$ cat src/rtl/pipe_ctrl.sv
// Central pipeline stall/flush controller: per-stage 2-bit stall codes, trap
// entry sequencing and stale-fetch discard after a redirect.
module pipe_ctrl #(
  parameter int unsigned CNT_W = 32
) (
  input  logic             clk,
  input  logic             rst_n,
  input  logic             if_req_pending,
  input  logic             me_req_pending,
  input  logic             ex_busy,
  input  logic             id_load_use,
  input  logic             ex_redirect,
  input  logic             wb_exception_flag,
  output logic [1:0]       pc_stall,
  output logic [1:0]       if_id_stall,
  output logic [1:0]       id_ex_stall,
  output logic [1:0]       ex_me_stall,
  output logic [1:0]       me_wb_stall,
  output logic             trap_redirect,
  output logic [CNT_W-1:0] stall_cnt
);

  localparam logic [1:0] NEXT = 2'b00;
  localparam logic [1:0] KEEP = 2'b01;
  localparam logic [1:0] ZERO = 2'b10;

  typedef enum logic [1:0] {
    RUN        = 2'b00,
    TRAP_DRAIN = 2'b01,
    DISCARD    = 2'b10
  } state_t;

  state_t     state;
  state_t     state_nxt;
  logic       trap_prev;
  logic       trap_c;
  logic [1:0] pc_c;
  logic [1:0] if_id_c;
  logic [1:0] id_ex_c;
  logic [1:0] ex_me_c;
  logic [1:0] me_wb_c;
  logic       any_pending_c;

  assign any_pending_c = me_req_pending | if_req_pending;

  // State register, pulse history and saturating stall counter
  always_ff @(posedge clk or negedge rst_n) begin
    if (!rst_n) begin
      state     <= RUN;
      trap_prev <= 1'b0;
      stall_cnt <= '0;
    end else begin
      state     <= state_nxt;
      trap_prev <= trap_c;
      if ((pc_c != NEXT) && (stall_cnt != {CNT_W{1'b1}})) begin
        stall_cnt <= stall_cnt + CNT_W'(1);
      end
    end
  end

  // Next-state and per-stage command resolution
  always_comb begin
    state_nxt = state;
    trap_c    = 1'b0;
    pc_c      = NEXT;
    if_id_c   = NEXT;
    id_ex_c   = NEXT;
    ex_me_c   = NEXT;
    me_wb_c   = NEXT;

    unique case (state)
      RUN: begin
        if (wb_exception_flag) begin
          pc_c    = KEEP;
          if_id_c = ZERO;
          id_ex_c = ZERO;
          ex_me_c = ZERO;
          me_wb_c = ZERO;
          if (any_pending_c) begin
            state_nxt = TRAP_DRAIN;
          end else begin
            // Suppress a back-to-back pulse if the flag lingers in WB
            trap_c = ~trap_prev;
          end
        end else if (me_req_pending) begin
          pc_c    = KEEP;
          if_id_c = KEEP;
          id_ex_c = KEEP;
          ex_me_c = KEEP;
          me_wb_c = ZERO;
        end else if (ex_busy) begin
          pc_c    = KEEP;
          if_id_c = KEEP;
          id_ex_c = KEEP;
          ex_me_c = ZERO;
        end else if (id_load_use) begin
          pc_c    = KEEP;
          if_id_c = KEEP;
          id_ex_c = ZERO;
        end else if (ex_redirect) begin
          if_id_c = ZERO;
          id_ex_c = ZERO;
          if (if_req_pending) begin
            state_nxt = DISCARD;
          end
        end else if (if_req_pending) begin
          pc_c    = KEEP;
          if_id_c = ZERO;
        end
      end

      TRAP_DRAIN: begin
        pc_c    = KEEP;
        if_id_c = ZERO;
        id_ex_c = ZERO;
        ex_me_c = ZERO;
        me_wb_c = ZERO;
        if (!any_pending_c) begin
          trap_c    = ~trap_prev;
          state_nxt = RUN;
        end
      end

      DISCARD: begin
        pc_c    = KEEP;
        if_id_c = ZERO;
        if (wb_exception_flag) begin
          id_ex_c = ZERO;
          ex_me_c = ZERO;
          me_wb_c = ZERO;
          if (any_pending_c) begin
            state_nxt = TRAP_DRAIN;
          end else begin
            trap_c    = ~trap_prev;
            state_nxt = RUN;
          end
        end else begin
          if (me_req_pending) begin
            id_ex_c = KEEP;
            ex_me_c = KEEP;
            me_wb_c = ZERO;
          end else if (ex_busy) begin
            id_ex_c = KEEP;
            ex_me_c = ZERO;
          end else if (id_load_use) begin
            id_ex_c = ZERO;
          end
          // Stale response lands this cycle; if_id already bubbled above
          if (!if_req_pending) begin
            state_nxt = RUN;
          end
        end
      end

      default: begin
        state_nxt = RUN;
      end
    endcase
  end

  // Everything bubbles while reset is held
  assign pc_stall      = rst_n ? pc_c    : ZERO;
  assign if_id_stall   = rst_n ? if_id_c : ZERO;
  assign id_ex_stall   = rst_n ? id_ex_c : ZERO;
  assign ex_me_stall   = rst_n ? ex_me_c : ZERO;
  assign me_wb_stall   = rst_n ? me_wb_c : ZERO;
  assign trap_redirect = rst_n & trap_c;

endmodule

$ cat config.mk
export PLATFORM = sky130hd
export DESIGN_NAME = pipe_ctrl
export DESIGN_NICKNAME = d
export VERILOG_FILES = /design/src/rtl/pipe_ctrl.sv
export SDC_FILE = /design/constraint.sdc
export NUM_CORES = 1
export LEC_CHECK = 0
export BUFFER_PORTS_ARGS = -buffer_cell sky130_fd_sc_hd__buf_4
export CAP_MARGIN = 0
export CORE_MARGIN = 2
export CORE_UTILIZATION = 46
export CTS_CLUSTER_SIZE = 10
export DETAILED_ROUTE_END_ITERATION = 16
export PLACE_DENSITY = 0.69
export SETUP_SLACK_MARGIN = 0.02
export SLEW_MARGIN = 20
export SYNTH_ARGS = -nofsm -noshare
export SYNTH_HDL_FRONTEND = slang
export SYNTH_SLANG_ARGS = --single-unit
$ cat constraint.sdc
create_clock -name clk -period 5.15 [get_ports clk]
set_input_delay 0.7725 -clock clk [delete_from_list [all_inputs] [get_ports clk]]
set_output_delay 0.7725 -clock clk [all_outputs]
set_load 0.1 [all_outputs]
### Word-level counts from Yosys, hierarchy flattened

Index checks and enable logic that the tools add are counted.

| storage, ports and cells | value |
|---|---|
| flip-flop bits (word level) | 35 |
| input port bits | 8 |
| output and inout port bits | 43 |
| word-level logic and storage cells | 75 |

| cells by class | value |
|---|---|
| $add $sub $neg | 1 |
| eq/ne operators | 11 |
| multiplexer cells | 51 |
| bitwise logic cells | 3 |
| reduce and logical (&&, ||, !) cells | 6 |

Operator list:

| operator | number |
|---|---|
| 2-bit 2-to-1 mux | 35 |
| 32-bit by 1-bit adder with 32-bit output, second input constant | 1 |
| 32-bit != test, second input constant | 1 |
| 3-bit != test, second input constant | 7 |
| 2-bit one-hot mux with 2 select lines | 3 |
| 2-bit one-hot mux with 3 select lines | 2 |
| 1-bit 2-to-1 mux | 9 |
| 8-bit AND reduction | 1 |
| 1-bit one-hot mux with 2 select lines | 2 |
| 2-bit OR reduction | 2 |
| 2-bit by 1-bit == test with 1-bit output, second input constant | 1 |
| 2-bit == test, second input constant | 1 |
| 2-bit logical NOT | 1 |
| 2-bit != test, second input constant | 1 |
| 2-bit nonzero test | 1 |
| 1-bit bitwise AND | 1 |
| 1-bit logical AND | 1 |
| 1-bit NOT | 1 |
| 1-bit bitwise OR | 1 |

### Longest topological paths before layout

Gate-level depths: netlist (run 1).

| depth | value |
|---|---|
| word-level depth | 9 |
| mapped depth | 9 |
| gate-level depth less buffers | 7 |

### Worst setup path before layout (run 1)

OpenSTA, ideal clock, no wires.

| path | value |
|---|---|
| kind | input port to output port |
| start | input port wb_exception_flag |
| end | output port if_id_stall[0] |
| arrival time | 4.197 ns |
| path slack | 0.181 ns |
| stages on the path | 4 |
| path buffers | 1 |
| path through | buf_2 inv_2 nand2_1 nor4b_1 |

| on the way | value |
|---|---|
| word-level cells in the longest chain between the ends | 3 |

Ends and longest elaborated chain:

| element | RTL line | RTL |
|---|---|---|
| from (decl) | 13 | `input logic wb_exception_flag,` |
| 2-bit 2-to-1 mux | 73 | `if (wb_exception_flag) begin` |
| 2-bit one-hot mux with 2 select lines | 71 | `unique case (state)` |
| 2-bit 2-to-1 mux | 163 | `assign if_id_stall = rst_n ? if_id_c : ZERO;` |
| to (decl) | 15 | `output logic [1:0] if_id_stall,` |

Every way passes these cells.

### Worst setup path in the final report (run 1)

| path | value |
|---|---|
| start | register state[0] |
| end | output port trap_redirect |

| on the way | value |
|---|---|
| word-level cells in the longest chain between the ends | 4 |
| elaborated cells between the ends (all ways) | 6 |
| those cells by class | 2 x eq/ne; 1 x mux; 1 x bitwise; 2 x reduce/logical |

Ends and longest elaborated chain:

| element | RTL line | RTL |
|---|---|---|
| from (decl) | 33 | `state_t state;` |
| from (signal assigned) | 53 | `state <= state_nxt;` |
| 2-bit == test or 2-bit logical NOT (tied branches) | 71 |  |
| 2-bit OR reduction (no source line) | - |  |
| 1-bit one-hot mux with 2 select lines * | 71 |  |
| via trap_c | 36 | `logic trap_c;` |
| 1-bit bitwise AND * | 167 | `assign trap_redirect = rst_n & trap_c;` |
| to (decl) | 19 | `output logic trap_redirect,` |

The timed path passes the listed nets; every way through them passes the cells marked *.

==> impl_metrics.tcl, run 1 <==
set metrics [dict create \
    synthMuxAreaShare 0.00552 \
    switchingPower_w 0.000705 \
    reg2reg_to "stall_cnt[30]$_DFFE_PN0P_" \
    ir_worst_vdd_mv 0.558 \
    remaining_drc_errors 0 \
    post_cts_resize_count 0 \
    antenna_found_initial 0 \
    synth_nets 216 \
    cp_data_required_time_ps 4380 \
    ff2ff_setup_slack_ps 2830 \
    ios 51 \
    yosysWarnings 0 \
    fmax_mhz 321 \
    period_share 0.605 \
    final.min_clock_period_ps 3120 \
    area_growth_pct 24.7 \
    hold_path_class "reg -> reg" \
    core_um2 4320 \
    synth-simple-area-share 0.290 \
    h-tree-depth 2 \
    tritoncts "done" \
    synth-compound-area-share 0.0871 \
    dpl-instance-area_um2 2440 \
    combPwrFrac 0.538 \
    synth_top_family_by_area "simple AND/OR/NAND/NOR gates" \
    diodes 0 \
    final_nets 268 \
    cts_buffers 5 \
    cts_sinks 35 \
    fillers 397 \
    syn_inst 203 \
    synthXorXnorAreaFrac 0.125 \
    place_ws_ps 2250 \
    fin_ws_ps 2030 \
    synthesis.area_um2 2040 \
    hold_buffers 0 \
    switching_share 0.539 \
    outcome "completed" \
    synth_edf_count 0 \
    fin_area_um2 2540 \
    worstSetupStartpointType "flop" \
    track_usage 0.187 \
    power_density_nw_per_um2 514 \
    hpwl_um 3130 \
    final_core_util 0.588 \
    ant_nets 0 \
    min_from "trap_prev$_DFF_PN0_" \
    avgViaCountPerCell 5.50 \
    wire_per_inst_um 14.0 \
    rows 24 \
    clock_path_buffers 2 \
    num_vias 1693 \
    grt_pass1_wl_um 7470 \
    synthAdderAreaFrac 0.0307 \
    avgSynthCellArea_um2 10.0 \
    p_leak_nw 1.11 \
    start_util 0.472 \
    grt_overflow_total 0 \
    synth-seq-cells 35 \
    rsz0062_at_grt "false" \
    max_slew_margin 0.608 \
    die_x_um 70.6 \
    routabilityCongestion 0.850 \
    ys_async_sr_fraction 1.00 \
    synth-seq-area-share 0.429 \
    path_class "reg -> out" \
    setup_violations 0 \
    cp-end-kind "output port" \
    final-seq-area_um2 876 \
    drv_slew 0 \
    hold_violations 0 \
    hold_path_end "trap_prev$_DFF_PN0_" \
    tightest_slew_ps 584 \
    drive_gt1_frac 0.281 \
    critPathMaxFanout 9 \
    dr.pass1.iters 5 \
    numPortBuffers 49 \
    worstSkewPairLatency_ps 290 \
    multiInputGateArea_um2 1100 \
    seqPwrFrac 0.292 \
    postCtsSetupBuffers 0 \
    drv_cap 0 \
    arrival_ps 2350 \
    die-area_um2 4980 \
    routed_wl_um 4330 \
    synthDistinctLibCells 48 \
    cts_root_buf "clkbuf_8" \
    worstRegToRegCells 7 \
    clk_pin_slew_worst_paths_ps 70 \
    r2r_start "state[0]$_DFFE_PN0P_" \
    ys.flop_type "dfrtp_1" \
    grt_start_max_net_pins 43 \
    p_clk_frac 0.170 \
    dieHeight_um 70.6 \
    drt-initial-drc-count 103 \
    whs_path_depth 1 \
    tns_ps 0 \
    finalClockSkew_ps 3.38 \
    grt_pass1_vias 1589 \
    intPower_w 0.000603 \
]
[state kept, by name (all words and copies together) (netlist names)]
signal	flops
trap_prev	1
stall_cnt	32
state	2
[stage by stage]
stage          hold slack (ps)  instances  total power (W)
5_1_grt                    438        308          0.00138
2_1_floorplan              392        203         0.000960
3_5_place_dp               415        300          0.00109
4_1_cts                    425        308          0.00132
6_report                   428        308          0.00131
3_3_place_gp               411        300          0.00109
[routing by layer]
| layer | wire, um | global-route usage | vias to the layer above | part of all wire |
|---|---|---|---|---|
| met5 | 0 | 0 | - | 0 |
| met4 | 64 | 0.0713 | 0 | 0.015 |
| met3 | 312 | 0.0527 | 7 | 0.072 |
| met2 | 1940 | 0.284 | 57 | 0.45 |
| met1 | 2010 | 0.258 | 800 | 0.46 |
| li1 | - | - | 829 | - |
[power groups by stage]
stage	registers (W)	clock network, W	logic [W]
after floorplan	0.000634	0	0.000327
after global placement	0.000387	0	0.000702
after detailed placement	0.000387	0	0.000706
after CTS	0.000383	0.000228	0.000708
after global routing	0.000392	0.000237	0.000747
final	0.000381	0.000222	0.000704
[critical path: stages, from the launching register on]
cell     delay (ps)
dfrtp_1         440
inv_1           130
ha_1            320
nor2_1          130
o21ba_2         210
nor4b_1         360
and2_1          180
buf_4           280
[cell usage in the layout, fill, tap and decap left out, drive strengths merged, types with 8 or more instances in the layout]
cell type	synthesis	routed
clkbuf	0	8
and3	8	8
buf	4	49
xor2	8	8
dfrtp	35	35
nand4	9	9
nor2	16	16
xnor2	21	21
nand2	16	16
nor3	8	8
nand3	17	17
inv	8	8
[logic make-up after synthesis]
family,Yosys count
adder cells (fa/ha/maj),5
other,1
buffers and inverters,13
XOR/XNOR,29
multiplexers,1
flip-flops,35
AO/OA/AOI/OAI,23
AND/OR/NAND/NOR,96
[layout make-up]
cell class | instances | area share
well taps | 52 | 0.0256
flip-flops and latches | 35 | 0.344
clock buffers | 8 | 0.0394
multi-input cells | 155 | 0.433
repair buffers | 49 | 0.145
inverters | 9 | 0.0133
[synthesized netlist by cell type, types with 5 or more instances]
cell	n	share of area
nor4_1	5	0.015
dfrtp_1	35	0.43
xnor2_1	21	0.090
inv_1	7	0.013
nor2_1	15	0.028
ha_1	5	0.031
nand4_1	7	0.021
nand2_1	16	0.029
xor2_1	8	0.034
and3_1	8	0.025
nand3_1	17	0.042
nor3_2	6	0.029
[how the worst max path moves through the flow]
stage,start,endpoint,cells past startpoint
after floorplan,wb_exception_flag,if_id_stall[0],4
after global placement,me_req_pending,pc_stall[0],5
after detailed placement,me_req_pending,if_id_stall[1],7
after CTS,state[0]$_DFFE_PN0P_,trap_redirect,7
after global routing,state[0]$_DFFE_PN0P_,trap_redirect,7
final,state[0]$_DFFE_PN0P_,trap_redirect,7
Note: power is estimated with default switching activity, not from simulation.
==> run 2, diff against run 1 <==
--- a/config.mk
+++ b/config.mk
@@ -11,7 +11,7 @@
 export CORE_UTILIZATION = 46
 export CTS_CLUSTER_SIZE = 10
 export DETAILED_ROUTE_END_ITERATION = 16
-export PLACE_DENSITY = 0.69
+export PLACE_DENSITY = 0.71
 export SETUP_SLACK_MARGIN = 0.02
 export SLEW_MARGIN = 20
 export SYNTH_ARGS = -nofsm -noshare
==> constraint.sdc (replaced) <==
create_clock -name clk -period 2.6 [get_ports clk]
set_input_delay 0.39 -clock clk [delete_from_list [all_inputs] [get_ports clk]]
set_output_delay 0.39 -clock clk [all_outputs]
set_load 0.1 [all_outputs]
==> impl_metrics.tcl, run 2 (same netlist as run 1, synthesis figures left out) <==
set metrics [dict create \
    worstPathCellList "inv_2 > ha_1 > nor2_1 > o21ba_2 > nor4b_2 > and2_1 > buf_8" \
    worstSetupStartpointType "flop" \
    arrival_ps 2020 \
    dr.pass1.iters 4 \
    clk_pin_slew_worst_paths_ps 70 \
    cts_buffers 5 \
    ant_nets 0 \
    largest_register_ffs 32 \
    remaining_drc_errors 0 \
    dp.cells 303 \
    path_class "reg -> out" \
    drt-initial-drc-count 103 \
    period_share 0.928 \
    max_flop_register "stall_cnt" \
    die_x_um 70.6 \
    final_common_cell "buf_4" \
    path_delay_family "simple AND/OR/NAND/NOR gates" \
    fillers 403 \
    drive_gt1_frac 0.320 \
    worstSkewPairLatency_ps 280 \
    cts_root_buf "clkbuf_8" \
    track_usage 0.182 \
    final.min_clock_period_ps 2410 \
    critPathMaxFanout 6 \
    ff2ff_setup_slack_ps 430 \
    power_density_nw_per_um2 984 \
    max_slew_margin 0.633 \
    start_util 0.472 \
    multiInputGateArea_um2 1150 \
    cp-endpoint "trap_redirect" \
    cp_slowest_cell "dfrtp_1" \
    tns_ps 0 \
    fmax_mhz 414 \
    grt_overflow_total 0 \
    finalPower_w 0.00257 \
    avgViaCountPerCell 5.41 \
    numPortBuffers 49 \
    worstRegToRegCells 7 \
    routabilityCongestion 0.887 \
    p_leak_nw 1.12 \
    num_vias 1684 \
    tritoncts "done" \
    grt_pass1_wl_um 7270 \
    startpoint "state[0]$_DFFE_PN0P_" \
    antenna_found_initial 0 \
    hold_path_class "reg -> reg" \
    clock_path_buffers 2 \
    area_growth_pct 28.0 \
    rows 24 \
    rsz0062_at_grt "false" \
    final_nets 272 \
    final-seq-area_um2 880 \
    reg2reg_to "stall_cnt[14]$_DFFE_PN0P_" \
    setup_violations 0 \
    drv_slew 0 \
    hold_violations 0 \
    reg_top3 "stall_cnt (32), state (2), trap_prev (1)" \
    final_cell_mix "buf_4 (51), dfrtp_1 (32), xnor2_1 (21)" \
    h-tree-depth 2 \
    grt_pass1_vias 1549 \
    routed_wl_um 4290 \
    finalClockSkew_ps 5.06 \
    instances_no_fill 311 \
    dieHeight_um 70.6 \
    drv_cap 0 \
    cts_sinks 35 \
    grt_start_max_net_pins 31 \
    outcome "completed" \
    hpwl_um 3200 \
    cpPeakStageDelay_ps 440 \
    wire_per_inst_um 13.8 \
    r2r_start "state[0]$_DFFE_PN0P_" \
    worst-path-buf-inv 2 \
    tightest_slew_ps 547 \
    core_um2 4320 \
    die-area_um2 4980 \
    postCtsSetupBuffers 0 \
    ir_worst_vdd_mv 0.851 \
    cp_data_required_time_ps 2210 \
    cp-end-kind "output port" \
    diodes 0 \
    cp_num_cells 7 \
    ios 51 \
]
## run 2: cell count changes in the layout (fill, tap and decap cells not counted), sizes merged
cell	previous run	this run
buf	49	52
clkbuf	8	7
dlygate4sd3	0	1
## run 2: area by class of cell
class / count / share of cell area
clock buffers: 7 / 0.0292
multi-input cells: 155 / 0.440
flip-flops and latches: 35 / 0.337
well taps: 52 / 0.0249
repair buffers: 53 / 0.156
inverters: 9 / 0.0129
## run 2: repair_timing
item	4_1_cts	5_1_grt
cloned	0	0
setup endpoints to repair	1	1
endpoints found under the hold margin	6	0
gates resized for setup	2	4
hold buffers	1	0
## run 2: power by group
part	switching, W	internal (W)	leakage (nW)	total, W
Sequential	0.000128	0.000633	0.442	0.000761
Clock	0.000176	0.000184	0.0383	0.000360
Combinational	0.00109	0.000353	0.638	0.00145
## run 2: worst min-delay path by stage
stage / from / to / slack, ps / cells past startpoint
final: trap_prev$_DFF_PN0_ / trap_prev$_DFF_PN0_ / 430 / 1
after global routing: trap_prev$_DFF_PN0_ / trap_prev$_DFF_PN0_ / 460 / 1
after CTS: trap_prev$_DFF_PN0_ / trap_prev$_DFF_PN0_ / 420 / 1
after detailed placement: rst_n / trap_prev$_DFF_PN0_ / 230 / 1
after global placement: rst_n / trap_prev$_DFF_PN0_ / 230 / 1
after floorplan: rst_n / stall_cnt[0]$_DFFE_PN0P_ / 90 / 0
## run 2: layer usage
metal / track usage / up-vias / share of wire
li1: - / 828 / -
met1: 0.265 / 808 / 0.47
met2: 0.274 / 43 / 0.45
met3: 0.0470 / 5 / 0.065
met4: 0.0503 / 0 / 0.012
met5: 0 / - / 0
## run 2: per-stage QoR
step                worst slack, ps  utilization  cell area, um^2  hold WS [ps]
finish                          187        0.604             2610           430
global route                   75.9        0.604             2610           459
CTS                            43.9        0.599             2590           418
global placement                277        0.578             2500           228
floorplan                      -283            -             2070          94.4
detailed placement              226        0.578             2500           228
==> run 3, diff against run 2 <==
--- a/config.mk
+++ b/config.mk
@@ -5,13 +5,14 @@
 export SDC_FILE = /design/constraint.sdc
 export NUM_CORES = 1
 export LEC_CHECK = 0
+export ABC_AREA = 1
 export BUFFER_PORTS_ARGS = -buffer_cell sky130_fd_sc_hd__buf_4
 export CAP_MARGIN = 0
 export CORE_MARGIN = 2
-export CORE_UTILIZATION = 46
+export CORE_UTILIZATION = 50
 export CTS_CLUSTER_SIZE = 10
 export DETAILED_ROUTE_END_ITERATION = 16
-export PLACE_DENSITY = 0.71
+export PLACE_DENSITY = 0.74
 export SETUP_SLACK_MARGIN = 0.02
 export SLEW_MARGIN = 20
 export SYNTH_ARGS = -nofsm -noshare
==> impl_metrics.tcl, run 3 <==
set metrics [dict create \
    netlist.top_cell.by_area "dfrtp_1" \
    dr.pass1.iters 4 \
    drt-initial-drc-count 235 \
    ys.flop_type "dfrtp_1" \
    drv_slew 0 \
    cts_root_buf "clkbuf_8" \
    numPortBuffers 49 \
    cp-end-kind "output port" \
    grt_pass1_wl_um 11500 \
    cts_buffers 5 \
    num_vias 2764 \
    tightest_slew_ps 678 \
    yosysWarnings 0 \
    dpl-instance-area_um2 3070 \
    area_growth_pct 21.6 \
    worstSkewPairLatency_ps 300 \
    cpPeakStageDelay_ps 410 \
    setup_violations 0 \
    grt_pass1_vias 2438 \
    p_leak_nw 1.68 \
    grt_overflow_total 0 \
    max_slew_margin 0.547 \
    die-area_um2 5820 \
    synthTopCellsByCount "nand2_1 (220), nor2_1 (63), inv_1 (44)" \
    worst-path-buf-inv 2 \
    finalPower_w 0.00257 \
    final-seq-area_um2 876 \
    highest_layer "met4" \
    synth_top_area_frac 0.335 \
    drive_gt1_frac 0.149 \
    postCtsSetupBuffers 0 \
    routabilityCongestion 0.908 \
    synthTopCellsByArea "dfrtp_1 (34%), nand2_1 (32%), nor2_1 (9.0%), inv_1 (6.3%), nand3_1 (3.8%)" \
    clock_path_buffers 2 \
    fin_hold_ws_ps 422 \
    hpwl_um 5160 \
    clk_pin_slew_worst_paths_ps 70 \
    final_common_cell "nand2_1" \
    reg_top3 "stall_cnt (32), state (2), trap_prev (1)" \
    path_class "reg -> out" \
    cp_slowest_cell "dfrtp_1" \
    final.min_clock_period_ps 2370 \
    antenna_found_initial 0 \
    fmax_mhz 423 \
    hold_path_class "in -> reg" \
    arrival_ps 1980 \
    final_cell_mix "nand2_1 (220), nor2_1 (61), buf_4 (53)" \
    synth_edf_count 0 \
    synthesis.area_um2 2610 \
    rows 26 \
    synthDistinctLibCells 25 \
    finalClockSkew_ps 2.63 \
    fillers 514 \
    die_x_um 76.3 \
    synth-seq-cells 35 \
    track_usage 0.243 \
    synth-seq-area-share 0.335 \
    outcome "completed" \
    start_util 0.515 \
    wl_met3_um 362 \
    wire_per_inst_um 11.9 \
    routed_wl_um 6670 \
    ys_async_sr_fraction 1.00 \
    tritoncts "done" \
    rsz0062_at_grt "false" \
    avgViaCountPerCell 4.94 \
    synth_most_common_cell "nand2_1" \
    critPathMaxFanout 5 \
    dieHeight_um 76.3 \
    met1_length_um 3090 \
    max_flop_register "stall_cnt" \
    ir_worst_vdd_mv 0.767 \
    path_delay_family "simple AND/OR/NAND/NOR gates" \
    core_um2 5070 \
    synth_nets 447 \
    diodes 0 \
    cp_data_required_time_ps 2210 \
    fin_area_um2 3180 \
    power_density_nw_per_um2 807 \
    h-tree-depth 2 \
    period_share 0.910 \
    ios 51 \
    syn_inst 434 \
    multiInputGateArea_um2 1540 \
    hold_violations 0 \
    dr_wl_met2_um 3130 \
    ant_nets 0 \
    avgSynthCellArea_um2 6.02 \
    drv_cap 0 \
    cts_sinks 35 \
    worstPathCellList "inv_1 > ha_1 > nor2_2 > nor2_1 > o211a_1 > and2_1 > buf_4" \
    final_nets 501 \
    tns_ps 0 \
    grt_start_max_net_pins 33 \
    largest_register_ffs 32 \
    worstSetupStartpointType "flop" \
    remaining_drc_errors 0 \
]
[run 3: changes by cell type after synthesis, sizes merged, moves of 3 or more]
cell | before | now
and3 | 8 | 0
buf | 4 | 7
inv | 8 | 44
nand2 | 16 | 223
nand3 | 17 | 21
nand4 | 9 | 0
nor2 | 16 | 66
nor2b | 3 | 0
nor3 | 8 | 2
nor4 | 6 | 1
o21ai | 6 | 9
xnor2 | 21 | 6
[run 3: metal layers]
layer / GRT usage / vias up
li1: - / 1420
met1: 0.346 / 1262
met2: 0.391 / 74
met3: 0.0403 / 8
met4: 0.0545 / 0
met5: 0 / -
[run 3: tightest hold or removal path, delay by kind of cell]
family / cells / cell delay (ps)
AO/OA/AOI/OAI: 1 / 130
buffers and inverters: 1 / 100
AND/OR/NAND/NOR: 1 / 50
[run 3: cell type report]
type,count,area share
inverter,44,0.0519
multi-input combinational,348,0.485
timing repair buffer,54,0.128
sequential,35,0.275
clock buffer,8,0.0315
tap,70,0.0275
[run 3: repair_timing]
action,4_1_cts,5_1_grt
setup endpoints to repair,0,2
resized for setup,0,1
hold endpoints to repair,17,0
hold buffers,1,0
[run 3: cells by family after synthesis]
group | synth area share
other cells | 0.00143
buf+inv | 0.0847
simple gates | 0.475
xor+xnor | 0.0503
flops | 0.335
compound gates | 0.0292
fa+ha+maj | 0.0239
[run 3: final timing paths]
check                                       endpoint  cells after the start  slack [ps]                     start
setup / recovery                       trap_redirect                      7         230      state[0]$_DFFE_PN0P_
hold / removal                   trap_prev$_DFF_PN0_                      3         420            me_req_pending
setup reg to reg           stall_cnt[27]$_DFFE_PN0P_                     10         670  stall_cnt[1]$_DFFE_PN0P_
hold reg to reg                  trap_prev$_DFF_PN0_                      2         550       trap_prev$_DFF_PN0_
max in group asynchronous   stall_cnt[0]$_DFFE_PN0P_                      3        1560                     rst_n
min in group asynchronous  stall_cnt[14]$_DFFE_PN0P_                      2         510                     rst_n
[run 3: power by group]
group,internal [W],switching [W]
registers,0.000605,0.0000752
clock network,0.000242,0.000205
logic,0.000309,0.00113
[run 3: stage by stage]
stage | setup slack (ps) | std cells | util
floorplan | -318 | 434 | -
finish | 234 | 559 | 0.626
CTS | 138 | 559 | 0.626
global placement | 424 | 550 | 0.603
global route | 112 | 559 | 0.626
detailed placement | 459 | 550 | 0.604
